[src/rtl/mips_pkg.sv]
// ---------------------------------------------------------------------------
// mips_pkg
// Shared definitions for the single-cycle MIPS front end.
//   state_t              : PC sequencer state encoding (BOOT/RUN/HALTED)
//   DEFAULT_RESET_VECTOR : PC value loaded on reset unless overridden
//   WORD_SHIFT           : byte-to-word shift applied to branch offsets
// ---------------------------------------------------------------------------
package mips_pkg;

   // Two-bit encoding; 2'd3 is unused and recovers to ST_BOOT.
   typedef enum logic [1:0] {
      ST_BOOT   = 2'd0,
      ST_RUN    = 2'd1,
      ST_HALTED = 2'd2
   } state_t;

   localparam logic [31:0] DEFAULT_RESET_VECTOR = 32'h0000_0000;
   localparam int          WORD_SHIFT           = 2;

endpackage : mips_pkg

[src/rtl/adder_4.sv]
// ---------------------------------------------------------------------------
// adder_4
// Constant +4 adder used to form the sequential PC.
//   a : input address
//   y : a + 4, truncated to 32 bits
// ---------------------------------------------------------------------------
module adder_4 (
   input  logic [31:0] a,
   output logic [31:0] y
);

   assign y = a + 32'd4;

endmodule : adder_4

[src/rtl/pc_sequencer.sv]
// ---------------------------------------------------------------------------
// pc_sequencer
// Program-counter controller for the single-cycle MIPS datapath. Owns the PC,
// selects the next PC from sequential/branch/jump targets, and sequences
// boot, fetch stall, halt/resume and a retired-instruction counter.
//
// Ports:
//   clk                : system clock, rising edge
//   reset              : asynchronous active-high reset
//   stall              : freeze PC, state and counter (memory not ready)
//   halt               : current instruction is a halt; enter HALTED
//   resume             : one-cycle pulse, leave HALTED
//   branch_taken       : conditional branch resolved taken
//   branch_offset      : sign-extended word offset
//   jump               : J-type jump
//   jump_index         : J-type 26-bit target field
//   inst_address       : current PC to instruction memory
//   inst_address_plus4 : PC+4 (jal link path), combinational from the PC
//   fetch_valid        : inst_address carries a real instruction
//   halted             : sequencer is in HALTED
//   inst_count         : instructions retired since reset (wraps)
// ---------------------------------------------------------------------------
module pc_sequencer
   import mips_pkg::*;
#(
   parameter logic [31:0] RESET_VECTOR = DEFAULT_RESET_VECTOR,
   parameter int          COUNT_W      = 32
) (
   input  logic               clk,
   input  logic               reset,
   input  logic               stall,
   input  logic               halt,
   input  logic               resume,
   input  logic               branch_taken,
   input  logic [31:0]        branch_offset,
   input  logic               jump,
   input  logic [25:0]        jump_index,
   output logic [31:0]        inst_address,
   output logic [31:0]        inst_address_plus4,
   output logic               fetch_valid,
   output logic               halted,
   output logic [COUNT_W-1:0] inst_count
);

   state_t      state;
   logic [31:0] pc4;
   logic [31:0] jump_target;
   logic [31:0] branch_target;
   logic [31:0] redirect_pc;

   adder_4 u_adder_4 (
      .a (inst_address),
      .y (pc4)
   );

   assign inst_address_plus4 = pc4;

   // Targets are built from pc4, so they stay word-aligned when the PC is.
   assign jump_target   = {pc4[31:28], jump_index, 2'b00};
   assign branch_target = pc4 + (branch_offset << WORD_SHIFT);

   // Priority below halt: jump beats branch beats sequential.
   // NOTE: every output of a combinational block gets a default first, so no
   // path can leave it unassigned and infer a latch.
   always_comb begin
      redirect_pc = pc4;
      if (jump) begin
         redirect_pc = jump_target;
      end else if (branch_taken) begin
         redirect_pc = branch_target;
      end
   end

   // Single FSM block; fetch_valid and halted are registered alongside state.
   // NOTE: sequential state uses non-blocking assignments only, so every
   // register samples pre-edge values and simulation matches the hardware.
   always_ff @(posedge clk or posedge reset) begin
      if (reset) begin
         state        <= ST_BOOT;
         inst_address <= RESET_VECTOR;
         fetch_valid  <= 1'b0;
         halted       <= 1'b0;
         inst_count   <= '0;
      end else begin
         case (state)
            // One dead cycle after reset; stall is deliberately not consulted.
            ST_BOOT: begin
               state       <= ST_RUN;
               fetch_valid <= 1'b1;
               halted      <= 1'b0;
            end

            ST_RUN: begin
               if (!stall) begin
                  // The halt instruction itself counts as retired.
                  inst_count <= inst_count + COUNT_W'(1);
                  if (halt) begin
                     state       <= ST_HALTED;
                     fetch_valid <= 1'b0;
                     halted      <= 1'b1;
                  end else begin
                     inst_address <= redirect_pc;
                  end
               end
            end

            // Restart at the instruction after the halt.
            ST_HALTED: begin
               if (resume) begin
                  state        <= ST_RUN;
                  inst_address <= pc4;
                  fetch_valid  <= 1'b1;
                  halted       <= 1'b0;
               end
            end

            default: begin
               state       <= ST_BOOT;
               fetch_valid <= 1'b0;
               halted      <= 1'b0;
            end
         endcase
      end
   end

endmodule : pc_sequencer
[config.mk]
export PLATFORM = sky130hd
export DESIGN_NAME = pc_sequencer
export DESIGN_NICKNAME = d
export VERILOG_FILES = /design/src/rtl/mips_pkg.sv /design/src/rtl/adder_4.sv /design/src/rtl/pc_sequencer.sv
export SDC_FILE = /design/constraint.sdc
export NUM_CORES = 1
export LEC_CHECK = 0
export ABC_AREA = 0
export CORE_MARGIN = 1.5
export CORE_UTILIZATION = 49
export CTS_CLUSTER_SIZE = 25
export DETAILED_ROUTE_END_ITERATION = 8
export PLACE_DENSITY = 0.88
export SETUP_SLACK_MARGIN = 0.05
export SLEW_MARGIN = 15
export SYNTH_ARGS = -nofsm -noshare
export SYNTH_HDL_FRONTEND = slang
export SYNTH_SLANG_ARGS = --single-unit
[constraint.sdc]
create_clock -name clk -period 7 [get_ports clk]
set_input_delay 1.05 -clock clk [delete_from_list [all_inputs] [get_ports clk]]
set_output_delay 1.05 -clock clk [all_outputs]
set_load 0.02 [all_outputs]
==> metrics.yaml, run 1 <==
status: "complete, no violations"
routed_wl_um: 17300
antenna_found_initial: 0
cap_violations: 0
yosysSeqAreaShare_pct: 29.2
p_seq_share_pct: 22.7
worst_pin_slew_ps: 1070
fin_crit_ps: 4670
core_um2: 10900
rsz0062_at_grt: "no"
synthArstFlopShare_pct: 100
synth_top_area_share_pct: 29.2
comb_power_share_pct: 64.8
grt_use_total_pct: 29.2
root_buffer: "clkbuf_8"
cts-buffers-inserted: 9
synth_seq_cells: 64
critPathArrivalTime_ps: 4890
multi_input_comb_area_um2: 3680
r2r-start: "inst_address[2]"
hold_start: "inst_count[31]"
post_drt_wl_per_cell_um: 18.5
skew_ps: 12.0
fin_area_um2: 7340
period_share_pct: 66.7
dr.first_iter.drc_count: 595
hold_class: "flop to flop"
clock_power_share_pct: 12.5
hold_buffers: 0
crit_path_start_kind: "flop"
path_cells: "ha_1 > nand3_1 > or2_1 > nor2_1 > and3_1 > nand3_1 > xnor2_1 > ha_1 > nand4_1 > a2111oi_2 > o32a_1 > a211oi_1 > o21ai_0 > nand4b_1 > and3_1"
cpMaxStageDelayCell: "a2111oi_2"
grt_max_degree: 65
p_sw_share_pct: 47.3
p_int_mw: 1.48
worstSkewPairLatency_ps: 340
synth_commonest_cells: "dfrtp_1 (64), nor2_1 (58), nand2_1 (50), xnor2_1 (50), a21oi_1 (38)"
grt_overflow: 0
synth.avg_cell_area_um2: 8.50
layout.nets: 892
synth.most_common_cell: "dfrtp_1"
cts_max_path_buffers: 2
die-area_um2: 11900
rows: 38
synth_area_um2: 5490
hpwl_um: 13100
critPathLaunch: "inst_address[2]"
ios: 163
start_util_pct: 50.4
synthFlopType: "dfrtp_1"
ys_types: 76
die_w_um: 109
grt_pass1_wl_um: 27200
setup_viol: 0
post_cts_buffers: 0
cp.required_ps: 7220
regArea_um2: 1600
yosys_warnings: 0
vdd_drop_max_v: 0.000210
critical_path_buf_inv_count: 0
cpPeakStageDelay_ps: 700
drt_first_pass_iters: 5
cts_resized: 0
grt_pass1_vias: 5555
vias_per_cell: 6.23
ant_nets: 0
htreeDepth: 3
drc: 0
vias: 5809
cts_tree: "built"
syn_to_final_growth_pct: 33.7
clk_pin_slew_ps: 80
hold_violations: 0
timing.slew.headroom_pct: 28.7
crit_path_end_kind: "flop"
final.setup.tns_ps: 0
slew_violations: 0
io_buffers: 156
drive_gt1_share_pct: 5.81
die_h_um: 109
path_max_fanout: 7
power_leakage_nw: 3.07
postSynthCellCount: 646
synth_top_area_cell: "dfrtp_1"
clock_sinks: 64
place_area_um2: 7130
crit_family: "simple AND/OR/NAND/NOR gates"
place.gp.congestion: 0.987
p_switching_mw: 1.33
synthTopCellsByArea: "dfrtp_1 (29%), ha_1 (8.4%), xnor2_1 (8.0%)"
synth_edf_count: 0
max_freq_ghz: 0.214
critPathKind: "flop to flop"
p_per_area_nw_per_um2: 382
final_util_pct: 67.4
fill_cells: 872
diodes: 0
-- power by group through the flow --
| stage | sequential [mW] | clock (mW) | combinational (mW) |
|---|---|---|---|
| floorplan | 0.704 | 0 | 1.05 |
| global route | 0.652 | 0.369 | 1.95 |
| global placement | 0.630 | 0 | 1.74 |
| detailed placement | 0.635 | 0 | 1.79 |
| CTS | 0.631 | 0.350 | 1.80 |
| finish | 0.637 | 0.350 | 1.82 |
-- cell usage in the layout (no fill, tap or decap), types with 9 or more instances in the layout --
master and n:
xnor2_1 50, dfrtp_1 64, nor2_1 57, a21o_1 9, a21oi_1 37, nand4_1 14
xor2_1 28, inv_1 23, nand3_1 29, nor3_1 18, clkdlybuf4s50_1 156, o21ai_0 34
ha_1 37, clkbuf_8 10, and3_1 11, nand2_1 50
-- area by class of cell --
cell class | count | area share (%)
Tap cell | 140 | 2.39
Inverter | 24 | 1.23
Clock inverter | 4 | 0.954
Sequential cell | 64 | 21.8
Clock buffer | 10 | 1.87
Multi-Input combinational cell | 531 | 50.2
Timing Repair Buffer | 159 | 21.6
-- path summary, 6_finish.rpt --
kind	endpoint	slack (ps)	cells after the start
max	inst_address[28]	2330	15
min	inst_count[31]	490	1
max reg2reg	inst_address[28]	2330	15
min reg2reg	inst_count[31]	490	1
max in group asynchronous	inst_address[13]	5180	3
min in group asynchronous	inst_count[18]	1270	3
-- cells by family after synthesis --
family	count (synthesis)	share of synthesized area (%)
AND/OR/NAND/NOR	230	22.3
buffers and inverters	54	4.06
other	1	0.0683
flip-flops	64	29.2
multiplexers	3	0.570
XOR/XNOR	79	12.7
AO/OA/AOI/OAI	177	22.3
adder cells (fa/ha/maj)	38	8.79
-- routing by layer --
layer / routed length (um) / GRT usage [%] / up-vias
met5: 0 / 0 / -
met2: 8150 / 47.6 / 339
met3: 1580 / 4.90 / 43
li1: - / - / 2654
met1: 6970 / 37.2 / 2773
met4: 557 / 14.9 / 0
-- sequential cells by signal, indices dropped and copies added, names as in the netlist --
signal        flops
halted            1
inst_address     30
inst_count       32
state             1
-- stage by stage --
step | worst slack [ps] | hold slack (ps) | total power [mW] | std cells
after global placement | 2510 | 459 | 2.37 | 918
after floorplan | 2620 | 578 | 1.75 | 649
after global routing | 2140 | 520 | 2.97 | 932
after CTS | 2420 | 493 | 2.78 | 932
after detailed placement | 2470 | 480 | 2.42 | 918
final | 2330 | 487 | 2.80 | 932
Power figures use the tool's default switching activity.
==> run 2, diff against run 1 <==
CORE_UTILIZATION = 44   (was 49)
PLACE_DENSITY = 0.83   (was 0.88)
clock period = 4.2 ns   (was 7 ns; I/O delays follow)
==> metrics.yaml, run 2 (synthesized netlist as in run 1, its figures left out) <==
path_max_fanout: 5
reg2reg_depth: 15
grt_overflow: 0
final_common_cell: "clkdlybuf4s50_1"
cts_max_path_buffers: 2
vdd_drop_max_v: 0.000442
post_drt_wl_per_cell_um: 18.7
cap_violations: 0
layout.nets: 941
grt_pass1_vias: 5835
p_sw_share_pct: 44.9
wl_met3_um: 1560
comb_power_share_pct: 63.6
regArea_um2: 1610
p_seq_share_pct: 19.5
final.setup.tns_ps: 0
rsz0062_at_grt: "no"
htreeDepth: 3
crit_path_end_kind: "flop"
grt_pass1_wl_um: 29500
worst_pin_slew_ps: 734
setup_viol: 0
timing.slew.headroom_pct: 51.0
crit_end: "inst_address[28]"
drt_first_pass_iters: 7
final_util_pct: 66.0
dr.first_iter.drc_count: 550
top_layer_used: "met4"
rows: 40
root_buffer: "clkbuf_16"
drc: 0
skew_ps: 7.53
max_freq_ghz: 0.249
fin_crit_ps: 4020
place.gp.congestion: 0.935
clock_sinks: 64
vias: 5983
core_um2: 12100
critPathKind: "flop to flop"
period_share_pct: 95.8
worstReg2RegEnd: "inst_address[28]"
critPathLaunch: "inst_address[3]"
crit_path_start_kind: "flop"
r2r_setup_slack_ps: 180
dp.cells: 988
die_w_um: 115
grt_max_degree: 35
hold_class: "flop to flop"
wl_met1_um: 7960
drive_gt1_share_pct: 14.0
grt_use_total_pct: 28.6
ant_nets: 0
multi_input_comb_area_um2: 3780
worstSkewPairLatency_ps: 330
p_int_mw: 2.91
hold_violations: 0
cp.required_ps: 4420
routed_wl_um: 19000
hold_buffers: 0
antenna_found_initial: 0
fin_cells: 1012
p_per_area_nw_per_um2: 660
ios: 163
slew_violations: 0
die_h_um: 115
largest_register_ffs: 32
vias_per_cell: 5.91
largestRegisters: "inst_count x32, inst_address x30"
die-area_um2: 13200
cts_tree: "built"
fill_cells: 1003
final_cell_mix: "clkdlybuf4s50_1 (156), dfrtp_1 (59), nor2_1 (57), buf_4 (52), nand2_1 (50)"
io_buffers: 156
critPathArrivalTime_ps: 4240
cts-buffers-inserted: 9
p_switching_mw: 2.37
start_util_pct: 45.3
clock_power_share_pct: 16.9
clk_pin_slew_ps: 60
status: "complete, no violations"
wl_met2_um: 9080
largest_register: "inst_count"
r2r-start: "inst_address[3]"
syn_to_final_growth_pct: 45.6
power_leakage_nw: 3.42
hpwl_um: 14500
## run 2: cell count changes in the layout (fill, tap and decap cells not counted), moves of 5 or more
cell / previous run / this run
dfrtp_2: 0 / 5
xnor2_1: 50 / 45
clkbuf_8: 10 / 0
dfrtp_1: 64 / 59
buf_4: 3 / 52
xnor2_2: 0 / 5
clkbuf_16: 0 / 9
## run 2: power by group through the flow
stage	clock, mW	sequential, mW	combinational, mW
final	0.892	1.03	3.36
after global routing	0.922	1.05	3.60
after CTS	0.900	1.02	3.26
after detailed placement	0	1.02	3.24
after global placement	0	1.01	3.19
after floorplan	0	1.18	1.76
## run 2: how the worst min path moves through the flow
stage / startpoint / endpoint / slack (ps) / cells past startpoint
after global placement: inst_count[31] / inst_count[31] / 460 / 1
after floorplan: inst_count[31] / inst_count[31] / 580 / 1
after CTS: inst_count[31] / inst_count[31] / 470 / 1
after detailed placement: inst_count[31] / inst_count[31] / 460 / 1
final: inst_count[31] / inst_count[31] / 480 / 1
after global routing: inst_count[31] / inst_count[31] / 510 / 1
## run 2: per-stage QoR
step	instance area, um2	worst slack [ps]	hold WS [ps]	power (mW)
finish	8000	177	475	5.28
global route	8000	38.5	505	5.57
CTS	7890	75.0	474	5.18
detailed placement	7540	79.8	464	4.26
global placement	7540	99.7	458	4.20
floorplan	5560	44.2	578	2.95
## run 2: timing repair
| item | in CTS | in global routing |
|---|---|---|
| setup buffers | 0 | 7 |
| resized for setup | 1 | 15 |
| setup endpoints to repair | 1 | 9 |
| pin swaps | 0 | 5 |
## run 2: final cells by class
cell class	count	share of cell area, %
diodes	1	0.0313
clock buffers	9	2.82
clock inverters	7	1.56
inverters	24	1.13
multi-input cells	531	47.3
flip-flops and latches	64	20.1
well taps	168	2.63
repair buffers	208	24.4
## run 2: metal layers
| metal | up-vias | GRT usage (%) |
|---|---|---|
| met1 | 2873 | 38.7 |
| met5 | - | 0 |
| met4 | 0 | 9.88 |
| li1 | 2759 | - |
| met2 | 316 | 46.4 |
| met3 | 35 | 5.03 |
## run 2: critical path, stage by stage (launching register included)
cell,delay [ps]
dfrtp_2,410
nand3_1,120
or4_4,510
inv_1,110
and3_1,220
and4_4,270
xor2_2,160
ha_1,290
a21oi_1,180
o21ai_0,140
a22o_1,300
o32a_1,400
a211oi_2,210
o21ai_1,130
a31o_2,260
and3_1,180
==> run 3, diff against run 2 <==
PLACE_DENSITY = 0.78   (was 0.83)
==> metrics.yaml, run 3 (synthesized netlist as in run 1, its figures left out) <==
routed_wl_um: 18900
rsz0062_at_grt: "no"
syn_to_final_growth_pct: 47.2
place_ws_ps: 36.1
vdd_drop_max_v: 0.000513
place.gp.congestion: 0.998
grt_pass1_wl_um: 29300
cts_max_path_buffers: 2
cpPeakStageDelay_ps: 550
cts_tree: "built"
clock_sinks: 64
htreeDepth: 3
cpMaxStageDelayCell: "or4_4"
worstSkewPairLatency_ps: 330
largest_register_ffs: 32
final_common_cell: "clkdlybuf4s50_1"
timing.slew.headroom_pct: 26.2
start_util_pct: 45.3
max_freq_ghz: 0.247
regArea_um2: 1610
fill_cells: 964
skew_ps: 5.66
grt_overflow: 0
period_share_pct: 96.2
slew_violations: 0
grt_use_total_pct: 28.3
vias_per_cell: 5.93
dr.first_iter.drc_count: 549
place_area_um2: 7540
die-area_um2: 13200
grt_pass1_vias: 5719
hold_start: "inst_count[12]"
multi_input_comb_area_um2: 3850
drive_gt1_share_pct: 15.0
crit_path_start_kind: "flop"
cts-buffers-inserted: 9
setup_viol: 0
grt_max_degree: 43
power_leakage_nw: 3.43
largest_register: "inst_count"
p_per_area_nw_per_um2: 658
die_h_um: 115
r2r-start: "inst_address[7]"
vias: 6028
die_w_um: 115
drt_first_pass_iters: 5
largestRegisters: "inst_count x32, inst_address x30"
path_max_fanout: 5
cap_violations: 0
hold_class: "flop to flop"
cp.required_ps: 4470
diodes: 0
final_cell_mix: "clkdlybuf4s50_1 (156), dfrtp_1 (59), buf_4 (58), nor2_1 (57), nand2_1 (50)"
dp.cells: 988
hold_buffers: 0
layout.nets: 947
fin_cells: 1017
post_drt_wl_per_cell_um: 18.6
critPathKind: "flop to flop"
worst_slack_ps: 159
io_buffers: 156
rows: 40
critPathArrivalTime_ps: 4320
clk_pin_slew_ps: 60
status: "complete, no violations"
hpwl_um: 14300
drc: 0
final.setup.tns_ps: 0
ant_nets: 0
worst_pin_slew_ps: 1110
core_um2: 12100
path_cells: "inv_1 > or4_4 > inv_2 > and3_4 > nand2_1 > xnor2_2 > ha_4 > and2_1 > a22o_1 > o41ai_4 > buf_4 > a311oi_4 > or2_4 > a311o_1 > nor3_1 > o22a_1"
hold_violations: 0
antenna_found_initial: 0
root_buffer: "clkbuf_16"
fin_area_um2: 8080
crit_path_end_kind: "flop"
critPathLaunch: "inst_address[7]"
fin_crit_ps: 4040
ios: 163
## run 3: layout make-up
class	count	area share [%]
Timing Repair Buffer	214	24.7
Inverter	24	1.11
Sequential cell	64	19.9
Clock inverter	7	1.28
Clock buffer	9	2.79
Tap cell	168	2.60
Multi-Input combinational cell	531	47.6
## run 3: worst paths after layout
kind	to	slack, ps	cells past startpoint
worst min register to register	inst_count[12]	510	1
min in group asynchronous	inst_count[17]	800	2
worst min-delay path	inst_count[12]	510	1
max in group asynchronous	inst_address[24]	2530	3
worst max register to register	inst_address[27]	160	16
worst max-delay path	inst_address[27]	160	16
## run 3: metal layers
| layer | vias up | routed length, um | GRT usage [%] | part of all wire, % |
|---|---|---|---|---|
| met3 | 43 | 1800 | 7.04 | 9.5 |
| met1 | 2876 | 7750 | 37.4 | 41 |
| li1 | 2777 | - | - | - |
| met5 | - | 0 | 0 | 0 |
| met4 | 0 | 532 | 9.79 | 2.8 |
| met2 | 332 | 8800 | 45.3 | 47 |
## run 3: stage by stage
step	power, mW	util [%]	hold slack (ps)
final	5.32	66.7	506
after global routing	5.63	66.7	512
after CTS	5.13	65.1	506
after detailed placement	4.26	62.3	488
after global placement	4.21	62.3	481
after floorplan	2.95	-	578
## run 3: critical path: cells and delay by family (launching register included)
family | cells | cell delay [ps]
fa+ha+maj | 1 | 280
compound gates | 5 | 1190
simple gates | 6 | 1430
xor+xnor | 1 | 350
flops | 1 | 360
buf+inv | 3 | 390
## run 3: timing repair
action / CTS / global route
pin swaps: 0 / 12
buffers inserted: 0 / 13
resized for setup: 3 / 20
endpoints found under the setup margin: 4 / 11
gates cloned: 0 / 0
## run 3: where the power goes
part / internal, mW / switching [mW] / leakage [nW]
logic: 1.61 / 1.88 / 2.48
registers: 0.781 / 0.225 / 0.789
clock network: 0.527 / 0.305 / 0.161
